[src/rtl/pcw_boot_pkg.sv]
// Shared types for the boot download sink: FSM states, FIFO entry layout,
// default FIFO depth and the saturating byte-counter step.
package pcw_boot_pkg;

   typedef enum logic [1:0] {
      IDLE  = 2'd0,
      LOAD  = 2'd1,
      DRAIN = 2'd2,
      START = 2'd3
   } boot_state_t;

   typedef struct packed {
      logic [15:0] addr;
      logic [7:0]  data;
   } boot_entry_t;

   localparam int BOOT_FIFO_DEPTH_DEFAULT = 4;

   function automatic logic [16:0] sat_inc17(input logic [16:0] v);
      logic [16:0] r;
      if (v == 17'h1FFFF) begin
         r = v;
      end else begin
         r = v + 17'd1;
      end
      return r;
   endfunction

endpackage

[src/rtl/pcw_boot_sink_if.sv]
// Download bus (dn_*) and RAM write port (mem_*) seen by the boot sink.
// master = loader/arbiter side, slave = the sink itself.
interface pcw_boot_sink_if;
   logic        dn_go;
   logic        dn_wr;
   logic [15:0] dn_addr;
   logic [7:0]  dn_data;
   logic        dn_wait;
   logic        mem_req;
   logic [15:0] mem_addr;
   logic [7:0]  mem_data;
   logic        mem_ack;

   modport master (
      output dn_go, dn_wr, dn_addr, dn_data, mem_ack,
      input  dn_wait, mem_req, mem_addr, mem_data
   );

   modport slave (
      input  dn_go, dn_wr, dn_addr, dn_data, mem_ack,
      output dn_wait, mem_req, mem_addr, mem_data
   );
endinterface

[src/rtl/boot_sink_fifo.sv]
// Small synchronous FIFO of boot_entry_t with full/empty/count and
// simultaneous push/pop (a push into a full FIFO is accepted when it also pops).
module boot_sink_fifo
   import pcw_boot_pkg::*;
#(
   parameter int DEPTH = BOOT_FIFO_DEPTH_DEFAULT
) (
   input  logic                   clk_sys,
   input  logic                   reset_n,
   input  logic                   i_push,
   input  boot_entry_t            i_entry,
   input  logic                   i_pop,
   output boot_entry_t            o_head,
   output logic                   o_full,
   output logic                   o_empty,
   output logic [$clog2(DEPTH):0] o_count
);
   localparam int AW = $clog2(DEPTH);
   localparam logic [AW:0] FULL_COUNT = (AW+1)'(DEPTH);

   boot_entry_t   r_mem [DEPTH];
   logic [AW-1:0] r_wr_ptr;
   logic [AW-1:0] r_rd_ptr;
   logic [AW:0]   r_count;
   logic          w_do_push;
   logic          w_do_pop;

   assign w_do_pop  = i_pop && (r_count != '0);
   assign w_do_push = i_push && ((r_count != FULL_COUNT) || w_do_pop);

   // Entry storage
   always_ff @(posedge clk_sys or negedge reset_n) begin
      if (!reset_n) begin
         for (int i = 0; i < DEPTH; i++) begin
            r_mem[i] <= '0;
         end
      end else if (w_do_push) begin
         r_mem[r_wr_ptr] <= i_entry;
      end
   end

   // Pointers and occupancy; push+pop together leaves the count unchanged
   always_ff @(posedge clk_sys or negedge reset_n) begin
      if (!reset_n) begin
         r_wr_ptr <= '0;
         r_rd_ptr <= '0;
         r_count  <= '0;
      end else begin
         if (w_do_push) begin
            r_wr_ptr <= r_wr_ptr + AW'(1);
         end
         if (w_do_pop) begin
            r_rd_ptr <= r_rd_ptr + AW'(1);
         end
         case ({w_do_push, w_do_pop})
            2'b10:   r_count <= r_count + (AW+1)'(1);
            2'b01:   r_count <= r_count - (AW+1)'(1);
            default: r_count <= r_count;
         endcase
      end
   end

   assign o_head  = r_mem[r_rd_ptr];
   assign o_full  = (r_count == FULL_COUNT);
   assign o_empty = (r_count == '0);
   assign o_count = r_count;

endmodule

[src/rtl/pcw_boot_sink.sv]
// Boot download sink: buffers dn_* bytes, writes them to RAM via req/ack, holds
// the CPU and issues one start pulse. Optional checksum: PCW_BOOT_CHECKSUM_EN.
module pcw_boot_sink
   import pcw_boot_pkg::*;
#(
   parameter int DEPTH = BOOT_FIFO_DEPTH_DEFAULT
) (
   input  logic          clk_sys,
   input  logic          reset_n,
   pcw_boot_sink_if.slave bus,
   input  logic [15:0]   execute_addr,
   input  logic          execute_enable,
   output logic          cpu_hold,
   output logic          cpu_start,
   output logic [15:0]   cpu_start_addr,
   output logic [16:0]   byte_count,
   output logic          overflow,
   output logic [7:0]    checksum
);
   boot_state_t          r_state;
   boot_state_t          w_next;
   logic                 r_mem_req;
   logic [15:0]          r_mem_addr;
   logic [7:0]           r_mem_data;
   logic                 r_cpu_hold;
   logic                 r_cpu_start;
   logic [15:0]          r_cpu_start_addr;
   logic [16:0]          r_byte_count;
   logic                 r_overflow;
   logic                 r_exec_pending;
   logic [15:0]          r_exec_addr;
   boot_entry_t          w_entry;
   boot_entry_t          w_head;
   logic                 w_full;
   logic                 w_empty;
   logic [$clog2(DEPTH):0] w_count;
   logic                 w_push_try;
   logic                 w_push;
   logic                 w_pop;
   logic                 w_set_req;
   logic                 w_clear_stats;
   logic                 w_start_entry;
   logic [15:0]          w_exec_addr;

   // Bytes are accepted only while the window is still open in LOAD
   assign w_entry       = '{addr: bus.dn_addr, data: bus.dn_data};
   assign w_push_try    = (r_state == LOAD) && bus.dn_go && bus.dn_wr;
   assign w_pop         = r_mem_req && bus.mem_ack;
   assign w_push        = w_push_try && (!w_full || w_pop);
   assign w_set_req     = (w_count != '0) && !r_mem_req;
   assign w_clear_stats = (r_state == IDLE) && (w_next == LOAD);
   assign w_start_entry = (w_next == START) && (r_state != START);
   assign w_exec_addr   = execute_enable ? execute_addr : r_exec_addr;

   boot_sink_fifo #(.DEPTH(DEPTH)) u_fifo (
      .clk_sys (clk_sys),
      .reset_n (reset_n),
      .i_push  (w_push),
      .i_entry (w_entry),
      .i_pop   (w_pop),
      .o_head  (w_head),
      .o_full  (w_full),
      .o_empty (w_empty),
      .o_count (w_count)
   );

   // Next-state logic
   always_comb begin
      w_next = r_state;
      case (r_state)
         IDLE: begin
            if (bus.dn_go) begin
               w_next = LOAD;
            end else if (execute_enable && w_empty) begin
               w_next = START;
            end else begin
               w_next = IDLE;
            end
         end
         LOAD: begin
            if (!bus.dn_go) begin
               w_next = DRAIN;
            end else begin
               w_next = LOAD;
            end
         end
         DRAIN: begin
            if (bus.dn_go) begin
               w_next = LOAD;
            end else if (w_empty && !r_mem_req && r_exec_pending) begin
               w_next = START;
            end else begin
               w_next = DRAIN;
            end
         end
         START:   w_next = IDLE;
         default: w_next = IDLE;
      endcase
   end

   // State register
   always_ff @(posedge clk_sys or negedge reset_n) begin
      if (!reset_n) begin
         r_state <= IDLE;
      end else begin
         r_state <= w_next;
      end
   end

   // RAM request: address/data frozen from issue until the ack cycle
   always_ff @(posedge clk_sys or negedge reset_n) begin
      if (!reset_n) begin
         r_mem_req  <= 1'b0;
         r_mem_addr <= 16'h0000;
         r_mem_data <= 8'h00;
      end else if (w_set_req) begin
         r_mem_req  <= 1'b1;
         r_mem_addr <= w_head.addr;
         r_mem_data <= w_head.data;
      end else if (w_pop) begin
         r_mem_req  <= 1'b0;
      end
   end

   // Per-download statistics
   always_ff @(posedge clk_sys or negedge reset_n) begin
      if (!reset_n) begin
         r_byte_count <= 17'd0;
         r_overflow   <= 1'b0;
      end else if (w_clear_stats) begin
         r_byte_count <= 17'd0;
         r_overflow   <= 1'b0;
      end else begin
         if (w_pop) begin
            r_byte_count <= sat_inc17(r_byte_count);
         end
         if (w_push_try && w_full && !w_pop) begin
            r_overflow <= 1'b1;
         end
      end
   end

   // Execute request latch
   always_ff @(posedge clk_sys or negedge reset_n) begin
      if (!reset_n) begin
         r_exec_pending <= 1'b0;
         r_exec_addr    <= 16'h0000;
      end else if (r_state == START) begin
         r_exec_pending <= 1'b0;
      end else if (execute_enable) begin
         r_exec_pending <= 1'b1;
         r_exec_addr    <= execute_addr;
      end
   end

   // CPU control outputs, registered from the next state
   always_ff @(posedge clk_sys or negedge reset_n) begin
      if (!reset_n) begin
         r_cpu_hold       <= 1'b0;
         r_cpu_start      <= 1'b0;
         r_cpu_start_addr <= 16'h0000;
      end else begin
         r_cpu_hold  <= (w_next != IDLE);
         r_cpu_start <= w_start_entry;
         if (w_start_entry) begin
            r_cpu_start_addr <= w_exec_addr;
         end
      end
   end

`ifdef PCW_BOOT_CHECKSUM_EN
   logic [7:0] r_checksum;

   // Running modulo-256 sum of acknowledged bytes
   always_ff @(posedge clk_sys or negedge reset_n) begin
      if (!reset_n) begin
         r_checksum <= 8'h00;
      end else if (w_clear_stats) begin
         r_checksum <= 8'h00;
      end else if (w_pop) begin
         r_checksum <= r_checksum + r_mem_data;
      end
   end

   assign checksum = r_checksum;
`else
   assign checksum = 8'h00;
`endif

   assign bus.dn_wait     = w_full;
   assign bus.mem_req     = r_mem_req;
   assign bus.mem_addr    = r_mem_addr;
   assign bus.mem_data    = r_mem_data;
   assign cpu_hold        = r_cpu_hold;
   assign cpu_start       = r_cpu_start;
   assign cpu_start_addr  = r_cpu_start_addr;
   assign byte_count      = r_byte_count;
   assign overflow        = r_overflow;

endmodule

[src/flat_wrapper.sv]
// flat-port wrapper written by rule: the top's interface ports become plain ports
module pcw_boot_sink_flat import pcw_boot_pkg::*;
#(
   parameter int DEPTH = BOOT_FIFO_DEPTH_DEFAULT
)
  (clk_sys, reset_n, execute_addr, execute_enable, cpu_hold, cpu_start, cpu_start_addr, byte_count, overflow, checksum, bus_dn_go, bus_dn_wr, bus_dn_addr, bus_dn_data, bus_mem_ack, bus_dn_wait, bus_mem_req, bus_mem_addr, bus_mem_data);
  pcw_boot_sink_if bus_i ();
  input  logic clk_sys;
  input  logic reset_n;
  input  logic [15:0] execute_addr;
  input  logic execute_enable;
  output logic cpu_hold;
  output logic cpu_start;
  output logic [15:0] cpu_start_addr;
  output logic [16:0] byte_count;
  output logic overflow;
  output logic [7:0] checksum;
  input wire logic [$bits(bus_i.dn_go)-1:0] bus_dn_go;
  input wire logic [$bits(bus_i.dn_wr)-1:0] bus_dn_wr;
  input wire logic [$bits(bus_i.dn_addr)-1:0] bus_dn_addr;
  input wire logic [$bits(bus_i.dn_data)-1:0] bus_dn_data;
  input wire logic [$bits(bus_i.mem_ack)-1:0] bus_mem_ack;
  output wire logic [$bits(bus_i.dn_wait)-1:0] bus_dn_wait;
  output wire logic [$bits(bus_i.mem_req)-1:0] bus_mem_req;
  output wire logic [$bits(bus_i.mem_addr)-1:0] bus_mem_addr;
  output wire logic [$bits(bus_i.mem_data)-1:0] bus_mem_data;
  assign bus_i.dn_go = bus_dn_go;
  assign bus_i.dn_wr = bus_dn_wr;
  assign bus_i.dn_addr = bus_dn_addr;
  assign bus_i.dn_data = bus_dn_data;
  assign bus_i.mem_ack = bus_mem_ack;
  assign bus_dn_wait = bus_i.dn_wait;
  assign bus_mem_req = bus_i.mem_req;
  assign bus_mem_addr = bus_i.mem_addr;
  assign bus_mem_data = bus_i.mem_data;
  pcw_boot_sink #(.DEPTH(DEPTH)) u_core (.clk_sys(clk_sys), .reset_n(reset_n), .bus(bus_i), .execute_addr(execute_addr), .execute_enable(execute_enable), .cpu_hold(cpu_hold), .cpu_start(cpu_start), .cpu_start_addr(cpu_start_addr), .byte_count(byte_count), .overflow(overflow), .checksum(checksum));
endmodule
[config.mk]
export PLATFORM = sky130hd
export DESIGN_NAME = pcw_boot_sink_flat
export DESIGN_NICKNAME = d
export VERILOG_FILES = /design/src/rtl/pcw_boot_pkg.sv /design/src/rtl/pcw_boot_sink_if.sv /design/src/rtl/boot_sink_fifo.sv /design/src/rtl/pcw_boot_sink.sv /design/src/flat_wrapper.sv
export SDC_FILE = /design/constraint.sdc
export NUM_CORES = 1
export LEC_CHECK = 0
export BUFFER_PORTS_ARGS = -buffer_cell sky130_fd_sc_hd__buf_2
export CORE_MARGIN = 2
export CORE_UTILIZATION = 27
export CTS_BUF_LIST = sky130_fd_sc_hd__clkbuf_4
export CTS_CLUSTER_SIZE = 12
export DETAILED_ROUTE_END_ITERATION = 7
export HOLD_SLACK_MARGIN = 0.08
export SLEW_MARGIN = 20
export SYNTH_ARGS = -nofsm -noshare
export SYNTH_HDL_FRONTEND = slang
export SYNTH_HIERARCHICAL = 1
export SYNTH_SLANG_ARGS = --single-unit
[constraint.sdc]
create_clock -name clk_sys -period 3.1 [get_ports clk_sys]
set_input_delay 0.31 -clock clk_sys [delete_from_list [all_inputs] [get_ports clk_sys]]
set_output_delay 0.31 -clock clk_sys [all_outputs]
set_load 0.01 [all_outputs]
==> run summary, run 1 <==
post-CTS repair timing setup buffer count: 0
cell with the most instances after synthesis: sky130_fd_sc_hd__dfrtp_1
vias post-DR: 5049
clock sink total: 183
share of the synthesized area in the top cell type: 56.4%
DRT iter0 DRCs: 319
initial core utilization: 27.4%
Detail Placement HPWL: 11100 um
first drt pass iteration count: 4
Critical Path Source Type: register
final-report hold violation count: 0
number of antenna violations at the first check in global routing: 1
number of max-slew violations in the final report: 0
Layout Skew: 0.0251 ns
clock transition time at the flip-flop clock pins of the worst setup and hold paths: 0.15 ns
post-layout instance count excluding filler cells: 1132
post-synthesis to final-layout area growth: 21.2%
highest ir drop seen on vdd: 339 uV
FF+latch count, synth: 183
hold buffer count at cts: 43
Worst slew margin: 43.7%
count of nets after finishing: 781
largest net degree at the start of global routing: 94
arrival time of the worst setup path: 3.00 ns
gr usage total: 11.5%
most used routing layer in global routing: met2
floorplan die area: 0.0315 sq mm
Core Area: 0.0296 sq mm
Non-Filler Cell Area, Final: 0.00984 sq mm
accumulated negative setup slack: 0 ns
Post-Synthesis Mean Instance Area: 14.2 sq um
clock tree buffer depth: 2
Ports: 116
unrepaired setup endpoints after global routing: false
share of the clock period used by the worst path after layout: 81.4%
DRC viols: 0
post_cts resized: 0
Yosys cell types: 50
count of flip-flops with a built-in enable after synthesis: 0
hold_ws: 0.212 ns
clock period minus worst slack: 2.52 ns
number of warnings printed during yosys synthesis: 6
final cell utilization of the core: 33.2%
top fanout value on the critical path: 11
remaining antenna violation count: 0
capturing element type of the critical path: register
class of the most critical setup path: reg2reg
buffers added on ports: 107
die outline height: 177 um
H-tree Lvls: 4
placement-stage cell area: 0.00915 sq mm
commonest cells in the netlist: sky130_fd_sc_hd__dfrtp_1 (183), sky130_fd_sc_hd__mux2_2 (139), sky130_fd_sc_hd__nand2_1 (33), sky130_fd_sc_hd__mux4_2 (24), sky130_fd_sc_hd__nor2_1 (21)
global-route wire length before repair: 28000 um
maximum frequency from static timing analysis: 0.396 GHz
final-report setup violation count: 0
result of the run: finished clean
power per unit of standard cell area: 830 mW/mm^2
clock tree from TritonCTS: yes
insertion delay of the later-clocked pin in the worst-skew pair: 0.56 ns
slew of the pin with the lowest slew margin: 0.841 ns
final global-route overflow total: 0
fraction of met2 tracks used by global routing: 18.3%
via count of the first global-routing pass: 5187
global routing usage on met3: 2.61%
number of instances in the synthesized netlist: 574
share of flip-flops with an asynchronous set or reset: 100%
final routed wirelength across all metal layers: 17300 um
number of rows in the core area: 63
wire length per cell after detailed routing: 15.3 um
static power due to leakage: 4.51 nW
clock root cell: sky130_fd_sc_hd__clkbuf_4
fraction of final layout cells with drive strength greater than 1: 44.7%
Cells after DPL: 1056
x dimension of the die: 177 um
max-capacitance violation count: 0
clock buffers created by TritonCTS: 17
routability-driven placement congestion ratio: 0.727
register area share after synthesis: 56.4%
vias per cell: 4.46
dominant cells by area after synthesis: sky130_fd_sc_hd__dfrtp_1 (56%), sky130_fd_sc_hd__mux2_2 (19%), sky130_fd_sc_hd__mux4_2 (6.7%)
Hold WC Path Type: in2reg
WP data required: 3.57 ns
Netlist Area Pre-Place: 0.00813 sq mm
Post-synth top flop: sky130_fd_sc_hd__dfrtp_1
dominant cell type by area after synthesis: sky130_fd_sc_hd__dfrtp_1
Global Route met1 Usage: 15.6%
[cells by family (layout without fill, tap and decap cells)]
kind of cell | Yosys count | count (layout) | share of synthesized area [%]
other | 1 | 10 | 0.0462
adders and majority gates | 7 | 7 | 1.17
AOI/OAI and AO/OA | 42 | 42 | 3.05
and+or+nand+nor | 101 | 101 | 6.53
muxes | 179 | 179 | 27.9
xor gates and xnor gates | 15 | 15 | 1.62
buffers and inverters | 46 | 205 | 3.34
DFF | 183 | 183 | 56.4
[per-stage QoR]
stage               total power, mW  worst slack [ns]
floorplan                      5.98             0.663
global placement               6.88             0.665
detailed placement             6.98             0.601
CTS                            8.35             0.576
global route                   8.79             0.340
finish                         8.17             0.578
[state kept, by name (all words and copies together), names as in the netlist, 2 cells and up]
register	flops
u_core/u_fifo/o_count	3
u_core/r_exec_addr	16
u_core/bus.mem_addr	16
u_core/byte_count	17
u_core/bus.mem_data	8
u_core/u_fifo/r_wr_ptr	2
u_core/u_fifo/r_mem	96
u_core/r_state	2
u_core/cpu_start_addr	16
u_core/u_fifo/r_rd_ptr	2
[worst max-delay path: stages, from the launching register on]
cell                       delay [ns]
sky130_fd_sc_hd__dfrtp_1         0.54
sky130_fd_sc_hd__nand2_1         0.14
sky130_fd_sc_hd__inv_1           0.33
sky130_fd_sc_hd__nand2b_1        0.16
sky130_fd_sc_hd__or2_2           0.31
sky130_fd_sc_hd__fa_1            0.45
sky130_fd_sc_hd__o21ba_2         0.25
sky130_fd_sc_hd__o211ai_1        0.08
sky130_fd_sc_hd__a22oi_1         0.20
[layout by cell type (no fill, tap or decap), types with 7 or more instances in the layout]
master                          count
sky130_fd_sc_hd__a21oi_1            7
sky130_fd_sc_hd__o21ai_0           20
sky130_fd_sc_hd__mux2i_1           16
sky130_fd_sc_hd__xnor2_1           10
sky130_fd_sc_hd__buf_2            106
sky130_fd_sc_hd__conb_1             8
sky130_fd_sc_hd__mux4_2            24
sky130_fd_sc_hd__mux2_2           139
sky130_fd_sc_hd__dfrtp_1          182
sky130_fd_sc_hd__nor2_1            20
sky130_fd_sc_hd__inv_1              9
sky130_fd_sc_hd__buf_4             11
sky130_fd_sc_hd__clkbuf_4          18
sky130_fd_sc_hd__nand2_1           33
sky130_fd_sc_hd__dlygate4sd3_1     43
[per-layer routing]
layer  part of all wire, %  vias up
li1                      -     2345
met1                    48     2620
met2                    48       78
met3                   2.8        6
met4                  0.80        0
met5                     0        -
[path summary, 6_finish.rpt]
| check | from | slack (ns) | endpoint | cells past startpoint |
|---|---|---|---|---|
| worst max register to register | u_core/bus.mem_req | 0.58 | u_core/u_fifo/o_count[1] | 8 |
| worst max-delay path | u_core/bus.mem_req | 0.58 | u_core/u_fifo/o_count[1] | 8 |
| min in group asynchronous | reset_n | 0.39 | u_core/u_fifo/r_mem[16] | 2 |
| worst min-delay path | bus_dn_wr | 0.21 | u_core/overflow | 4 |
| max in group asynchronous | reset_n | 1.96 | u_core/u_fifo/r_mem[39] | 3 |
| worst min register to register | u_core/cpu_start_addr[2] | 0.49 | u_core/cpu_start_addr[2] | 2 |
[power breakdown]
| group | total (mW) | internal [mW] | switching (mW) | leakage, nW |
|---|---|---|---|---|
| registers | 3.94 | 3.33 | 0.605 | 2.32 |
| clock network | 1.28 | 0.416 | 0.868 | 0.143 |
| logic | 2.95 | 1.74 | 1.21 | 2.04 |
| total | 8.17 | 5.49 | 2.68 | 4.51 |
[cell type report]
cell class | instances | area, sq um
sequential | 183 | 4580
multi-input combinational | 352 | 3340
timing repair buffer | 165 | 1140
inverter | 9 | 33.8
fill | 2978 | 19800
clock inverter | 13 | 124
antenna | 2 | 5.00
clock buffer | 18 | 135
tap | 390 | 488
Power figures use the tool's default switching activity.
==> inputs of run 2 (changes only) <==
Settings changed: ABC_AREA from default to 1.
Clock period 3.1 ns to 2.1 ns, I/O delays scaled along.
==> run 2 against run 1 <==
- clock skew down 0.0019 ns
- sequential share of layout area decreased by 1.8 points
- utilization is 0.37 points higher
- synthesized area up 2.8%
- first-iteration DRC count increased by 47%
- wire length up 17%
- fmax up 27%
- global-route usage up 1.3 points
- clock power is 76% higher
- die area up 2.7%
==> run summary, run 2 <==
top library cells by usage in the layout, fill and taps aside: sky130_fd_sc_hd__nand2_1 (195), sky130_fd_sc_hd__dfrtp_1 (183), sky130_fd_sc_hd__o21ai_0 (169)
Non-Filler Cell Area, Final: 0.0102 sq mm (+4.1%)
largest net degree at the start of global routing: 83 (-12%)
H-tree Lvls: 4 (unchanged)
final cell utilization of the core: 33.6% (+0.37 points)
Worst slew margin: 55.1% (+11 points)
CP cell instances: ha_4, nand3_2, nor3_2, and3_1, ha_1, nor2_2, buf_6, nand4_1, buf_4, xor2_1, nor2_1
accumulated negative setup slack: 0 ns (unchanged)
setup slack of the worst register-to-register path: 0.11 ns (-0.46 ns)
via count of the first global-routing pass: 6633 (+28%)
buffers added on ports: 107 (unchanged)
Critical Path Source Type: register
fraction of final layout cells with drive strength greater than 1: 21.1% (-24 points)
static power due to leakage: 5.04 nW (+12%)
launch instance of the worst register-to-register path: u_core/byte_count[0]
final global-route overflow total: 0 (unchanged)
dominant cells by area after synthesis: sky130_fd_sc_hd__dfrtp_1 (55%), sky130_fd_sc_hd__o21ai_0 (10%), sky130_fd_sc_hd__nand2_1 (8.8%)
global-route wire length before repair: 34000 um (+21%)
buffers and inverters on the worst path: 2 (+1)
share of the synthesized area in the top cell type: 54.8% (-1.5 points)
number of antenna violations at the first check in global routing: 2 (+1)
commonest non-fill, non-tap cell in the layout: sky130_fd_sc_hd__nand2_1
clock sink total: 183 (unchanged)
post-layout instance count excluding filler cells: 1494 (+32%)
Filler cells: 3135 (+5.3%)
class of the most critical setup path: reg2reg
clock tree buffer depth: 2 (unchanged)
clock period minus worst slack: 1.99 ns (-0.536 ns)
post-route total power: 12.9 mW (+58%)
Hold WC Path Type: in2async
hold_ws: 0.210 ns (-0.00176 ns)
final routed wirelength across all metal layers: 20200 um (+17%)
top fanout value on the critical path: 6 (-5)
gr usage total: 12.8% (+1.3 points)
critical path's top delay family: simple AND/OR/NAND/NOR gates
Global Route met1 Usage: 16.9% (+1.4 points)
FF+latch count, synth: 183 (unchanged)
die outline height: 180 um (+1.3%)
number of rows in the core area: 64 (+1.6%)
Yosys cell types: 41 (-18%)
Post-Synthesis Mean Instance Area: 9.02 sq um (-36%)
largest register by flop count: u_core/u_fifo/r_mem
count of flip-flops with a built-in enable after synthesis: 0 (unchanged)
commonest cells in the netlist: sky130_fd_sc_hd__nand2_1 (196), sky130_fd_sc_hd__dfrtp_1 (183), sky130_fd_sc_hd__o21ai_0 (169), sky130_fd_sc_hd__inv_1 (81), sky130_fd_sc_hd__nor2_1 (79)
number of max-slew violations in the final report: 0 (unchanged)
number of flip-flops under the largest register name: 96 (unchanged)
highest ir drop seen on vdd: 626 uV (+85%)
Netlist Area Pre-Place: 0.00835 sq mm (+2.8%)
initial core utilization: 27.4% (-0.048 points)
Post-synth top flop: sky130_fd_sc_hd__dfrtp_1
final-report hold violation count: 0 (unchanged)
placement-stage cell area: 0.00933 sq mm (+2.0%)
first drt pass iteration count: 5 (+1)
insertion delay of the later-clocked pin in the worst-skew pair: 0.58 ns (+0.02 ns)
Core Area: 0.0305 sq mm (+2.9%)
Ports: 116 (unchanged)
slew of the pin with the lowest slew margin: 0.673 ns (-0.168 ns)
number of instances in the synthesized netlist: 926 (+61%)
x dimension of the die: 180 um (+1.3%)
floorplan die area: 0.0323 sq mm (+2.7%)
WP data required: 2.58 ns (-0.99 ns)
Setup Slack @ Placement: 0.0766 ns (-0.524 ns)
wire length per cell after detailed routing: 13.5 um (-11%)
vias post-DR: 6725 (+33%)
result of the run: finished clean
Cells after DPL: 1407 (+33%)
DRT iter0 DRCs: 470 (+47%)
routability-driven placement congestion ratio: 0.861 (+18%)
power per unit of standard cell area: 1260 mW/mm^2 (+52%)
clock root cell: sky130_fd_sc_hd__clkbuf_4
max-capacitance violation count: 0 (unchanged)
count of nets after finishing: 1136 (+45%)
vias per cell: 4.50 (+0.92%)
post-synthesis to final-layout area growth: 22.7%
worst-path cell with the longest stage delay: sky130_fd_sc_hd__dfrtp_1
fraction of met2 tracks used by global routing: 21.0% (+2.6 points)
remaining antenna violation count: 0 (unchanged)
dominant cell type by area after synthesis: sky130_fd_sc_hd__dfrtp_1
most used routing layer in global routing: met2
unrepaired setup endpoints after global routing: true
final setup margin: 0.113 ns (-0.464 ns)
cells on worst reg2reg path: 11 (+3)
register area share after synthesis: 54.8% (-1.5 points)
longest individual stage delay on the worst path: 0.44 ns (-0.10 ns)
maximum frequency from static timing analysis: 0.503 GHz (+27%)
arrival time of the worst setup path: 2.47 ns (-0.53 ns)
global routing usage on met3: 3.79% (+1.2 points)
capturing element type of the critical path: register
clock transition time at the flip-flop clock pins of the worst setup and hold paths: 0.17 ns (+0.02 ns)
DRC viols: 0 (unchanged)
share of the clock period used by the worst path after layout: 94.6% (+13 points)
Layout Skew: 0.0233 ns (-0.00187 ns)
number of warnings printed during yosys synthesis: 6 (unchanged)
cell with the most instances after synthesis: sky130_fd_sc_hd__nand2_1
final-report setup violation count: 0 (unchanged)
clock tree from TritonCTS: yes
clock buffers created by TritonCTS: 17 (unchanged)
Reg-to-Reg End: u_core/byte_count[6]
share of flip-flops with an asynchronous set or reset: 100% (unchanged)
Detail Placement HPWL: 12900 um (+16%)
==> run 2: changes by cell type after synthesis, sizes merged, moves of 9 or more <==
cell    previous run  this run
mux4              24         0
mux2             139         0
nor2              25        82
xnor2             10         1
o22ai              1        24
clkbuf            12        22
inv                9        84
nand2             33       213
o21ai             21       210
nand3              6        16
buf               25        35
==> run 2: layout make-up <==
class | instances | area (sq um) | area share (%)
diodes | 2 | 5.00 | 0.0488
flip-flops and latches | 183 | 4580 | 44.7
repair buffers | 188 | 1380 | 13.4
clock buffers | 17 | 128 | 1.25
clock inverters | 15 | 214 | 2.09
inverters | 85 | 324 | 3.16
multi-input cells | 608 | 3130 | 30.5
well taps | 396 | 495 | 4.84
==> run 2: report_power, final <==
part           switching (mW)  total [mW]  internal (mW)
registers               0.742        5.63           4.89
clock network            1.37        2.25          0.882
logic                    3.04        5.06           2.02
total                    5.16        12.9           7.79
==> run 2: worst min-delay path: cells and delay by family <==
kind	cells	cell delay (ns)
buf+inv	3	1.01
==> run 2: how the worst max path moves through the flow <==
stage                                        start                  endpoint  slack [ns]  depth (start not counted)
after floorplan           u_core/u_fifo/o_count[1]  u_core/u_fifo/o_count[1]        0.14                         11
after detailed placement  u_core/u_fifo/o_count[1]  u_core/u_fifo/o_count[2]        0.08                         12
after global placement    u_core/u_fifo/o_count[1]  u_core/u_fifo/o_count[1]        0.13                         11
after global routing      u_core/u_fifo/o_count[1]  u_core/u_fifo/o_count[2]       -0.05                         13
after CTS                 u_core/u_fifo/o_count[1]  u_core/u_fifo/o_count[2]        0.05                         12
final                         u_core/byte_count[0]      u_core/byte_count[6]        0.11                         11
==> run 2: kinds of logic after synthesis <==
| group | Yosys count | share of synthesized area, % |
|---|---|---|
| other | 1 | 0.0449 |
| adders and majority gates | 7 | 1.14 |
| muxes | 16 | 1.92 |
| xor gates and xnor gates | 6 | 0.629 |
| buffers and inverters | 142 | 8.69 |
| and+or+nand+nor | 328 | 16.6 |
| AOI/OAI and AO/OA | 243 | 16.1 |
| DFF | 183 | 54.8 |
==> run 2: routing by layer <==
metal	vias up	part of all wire [%]
met4	0	0.70
met1	3202	47
met3	9	6.3
met5	-	0
met2	196	46
li1	3318	-
==> run 2: timing repair <==
action                                  in CTS  in global routing
endpoints found under the hold margin      317                  0
buffers inserted                             0                  6
hold buffers                                46                  0
endpoints found under the setup margin       0                 17
gates resized for setup                      0                 12
==> inputs of run 3 (changes only) <==
Settings changed: CAP_MARGIN from default to 20.
Clock period 2.1 ns to 1.9 ns, I/O delays scaled along.
==> run 3 against run 2 <==
- clock power is 4% lower
- worst hold slack worse by 0.027 ns
- final cell count rose by 1.0%
- critical path depth grew 1
- clock skew up 0.019 ns
- sequential share of layout area fell by 0.52 points
- sequential power grew 10%
- critical path type unchanged
- largest cell class unchanged
- largest power group unchanged
==> run summary, run 3 (same netlist as run 2, synthesis figures left out) <==
result of the run: finished clean
number of rows in the core area: 64 (unchanged)
gr usage total: 12.9% (+0.053 points)
floorplan die area: 0.0323 sq mm (unchanged)
routability-driven placement congestion ratio: 0.788 (-8.5%)
DRT iter0 DRCs: 424 (-9.8%)
clock tree from TritonCTS: yes
final global-route overflow total: 0 (unchanged)
worst-path cell with the longest stage delay: sky130_fd_sc_hd__dfrtp_1
Ports: 116 (unchanged)
remaining antenna violation count: 0 (unchanged)
DRC viols: 0 (unchanged)
vias post-DR: 6689 (-0.54%)
count of nets after finishing: 1153 (+1.5%)
clock tree buffer depth: 2 (unchanged)
global-route wire length before repair: 33700 um (-0.75%)
post-route total power: 14.1 mW (+9.0%)
Worst slew margin: 33.1% (-22 points)
clock transition time at the flip-flop clock pins of the worst setup and hold paths: 0.19 ns (+0.02 ns)
x dimension of the die: 180 um (unchanged)
buffers added on ports: 107 (unchanged)
largest net degree at the start of global routing: 49 (-41%)
capturing element type of the critical path: register
share of the clock period used by the worst path after layout: 96.5% (+1.9 points)
longest individual stage delay on the worst path: 0.42 ns (-0.02 ns)
arrival time of the worst setup path: 2.32 ns (-0.15 ns)
number of antenna violations at the first check in global routing: 0 (-2)
unrepaired setup endpoints after global routing: true
Layout Skew: 0.0427 ns (+0.0195 ns)
WP data required: 2.39 ns (-0.19 ns)
Non-Filler Cell Area, Final: 0.0104 sq mm (+1.2%)
clock period minus worst slack: 1.83 ns (-0.153 ns)
clock sink total: 183 (unchanged)
highest ir drop seen on vdd: 1020 uV (+63%)
CP cell instances: nor2_2, nand2_1, inv_2, inv_2, nor2_4, nor2_4, nand3b_1, fa_1, nand2_1, nand2_1, nand2_1, nand2_1
Hold WC Path Type: in2async
clock buffers created by TritonCTS: 17 (unchanged)
post-layout instance count excluding filler cells: 1509 (+1.0%)
Cells after DPL: 1425 (+1.3%)
Critical Path Source Type: register
fraction of final layout cells with drive strength greater than 1: 23.2% (+2.1 points)
class of the most critical setup path: reg2reg
antenna diode instance count: 0 (-2)
top fanout value on the critical path: 3 (-3)
Detail Placement HPWL: 13100 um (+1.1%)
Storage cell area: 0.00458 sq mm (unchanged)
Top cell by count, worst path: sky130_fd_sc_hd__nand2_1
slew of the pin with the lowest slew margin: 1.00 ns (+0.327 ns)
static power due to leakage: 5.11 nW (+1.3%)
clock root cell: sky130_fd_sc_hd__clkbuf_4
final-report setup violation count: 0 (unchanged)
Core Area: 0.0305 sq mm (unchanged)
Worst setup endpoint: u_core/u_fifo/o_count[2]
number of flip-flops under the largest register name: 96 (unchanged)
initial core utilization: 27.4% (unchanged)
maximum frequency from static timing analysis: 0.545 GHz (+8.3%)
setup slack of the worst register-to-register path: 0.07 ns (-0.05 ns)
final-report hold violation count: 0 (unchanged)
vias per cell: 4.43 (-1.5%)
top library cells by usage in the layout, fill and taps aside: sky130_fd_sc_hd__nand2_1 (193), sky130_fd_sc_hd__dfrtp_1 (183), sky130_fd_sc_hd__o21ai_0 (166)
combined area of the multi-input logic cells: 0.00317 sq mm (+1.4%)
Filler cells: 3136 (+0.032%)
cells on worst reg2reg path: 12 (+1)
start point of the critical path: u_core/u_fifo/o_count[0]
H-tree Lvls: 4 (unchanged)
placement-stage cell area: 0.00948 sq mm (+1.6%)
wire length per cell after detailed routing: 13.7 um (+1.1%)
commonest non-fill, non-tap cell in the layout: sky130_fd_sc_hd__nand2_1
via count of the first global-routing pass: 6371 (-3.9%)
insertion delay of the later-clocked pin in the worst-skew pair: 0.61 ns (+0.03 ns)
number of max-slew violations in the final report: 0 (unchanged)
largest register by flop count: u_core/u_fifo/r_mem
final routed wirelength across all metal layers: 20600 um (+2.1%)
max-capacitance violation count: 0 (unchanged)
Reg-to-Reg End: u_core/u_fifo/o_count[2]
power per unit of standard cell area: 1360 mW/mm^2 (+7.7%)
post-synthesis to final-layout area growth: 24.2%
launch instance of the worst register-to-register path: u_core/u_fifo/o_count[0]
die outline height: 180 um (unchanged)
first drt pass iteration count: 5 (unchanged)
==> run 3: changes by cell type in the layout (fill, tap and decap cells not counted), sizes merged <==
cell	delta
clkinv	-1
diode	-2
bufinv	-3
clkdlybuf4s15	-1
clkinvlp	+1
inv	+3
buf	+17
dlygate4sd3	+1
==> run 3: layout make-up <==
class / instances / area share, %
Clock buffer: 17 / 1.23
Multi-Input combinational cell: 608 / 30.6
Clock inverter: 15 / 1.47
Timing Repair Buffer: 205 / 14.6
Tap cell: 396 / 4.78
Sequential cell: 183 / 44.2
Inverter: 85 / 3.13
==> run 3: critical path, delay by kind of cell, from the launching register on <==
family | cells | cell delay [ns]
adder cells (fa/ha/maj) | 1 | 0.39
buffers and inverters | 2 | 0.11
flip-flops | 1 | 0.42
AND/OR/NAND/NOR | 9 | 0.81
==> run 3: metal layers <==
metal	up-vias	global-route usage, %	share of wire, %
li1	3359	-	-
met1	3179	17.5	48
met2	141	20.7	46
met3	10	3.26	5.2
met4	0	2.83	0.56
met5	-	0	0
==> run 3: worst min-delay path by stage <==
stage | start | end | slack [ns] | cells past startpoint
after floorplan | reset_n | u_core/bus.mem_addr[0] | -0.11 | 0
after global placement | reset_n | u_core/byte_count[15] | 0.21 | 1
after detailed placement | reset_n | u_core/byte_count[15] | 0.22 | 1
after CTS | reset_n | u_core/u_fifo/r_rd_ptr[1] | 0.12 | 3
after global routing | reset_n | u_core/u_fifo/r_rd_ptr[1] | 0.14 | 3
final | reset_n | u_core/u_fifo/r_rd_ptr[1] | 0.18 | 3
==> run 3: timing repair <==
action,4_1_cts,5_1_grt
pin swaps,0,7
buffers inserted,0,4
setup endpoints to repair,3,32
resized for setup,2,23
hold endpoints to repair,318,0
hold buffers,48,0
==> run 3: where the power goes <==
group / internal [mW] / total, mW / switching [mW]
clock network: 0.591 / 2.17 / 1.58
registers: 5.40 / 6.20 / 0.795
logic: 2.32 / 5.74 / 3.42
==> run 3: metrics by stage <==
step | utilization [%] | hold slack [ns] | setup TNS [ns] | setup WS (ns)
floorplan | - | -0.106 | -0.0257 | -0.0246
global placement | 31.1 | 0.214 | 0 | 0.0582
detailed placement | 31.1 | 0.216 | -0.0361 | -0.0264
CTS | 33.6 | 0.125 | 0 | 0.000106
global route | 34.0 | 0.136 | -0.165 | -0.0679
finish | 34.0 | 0.184 | 0 | 0.0664
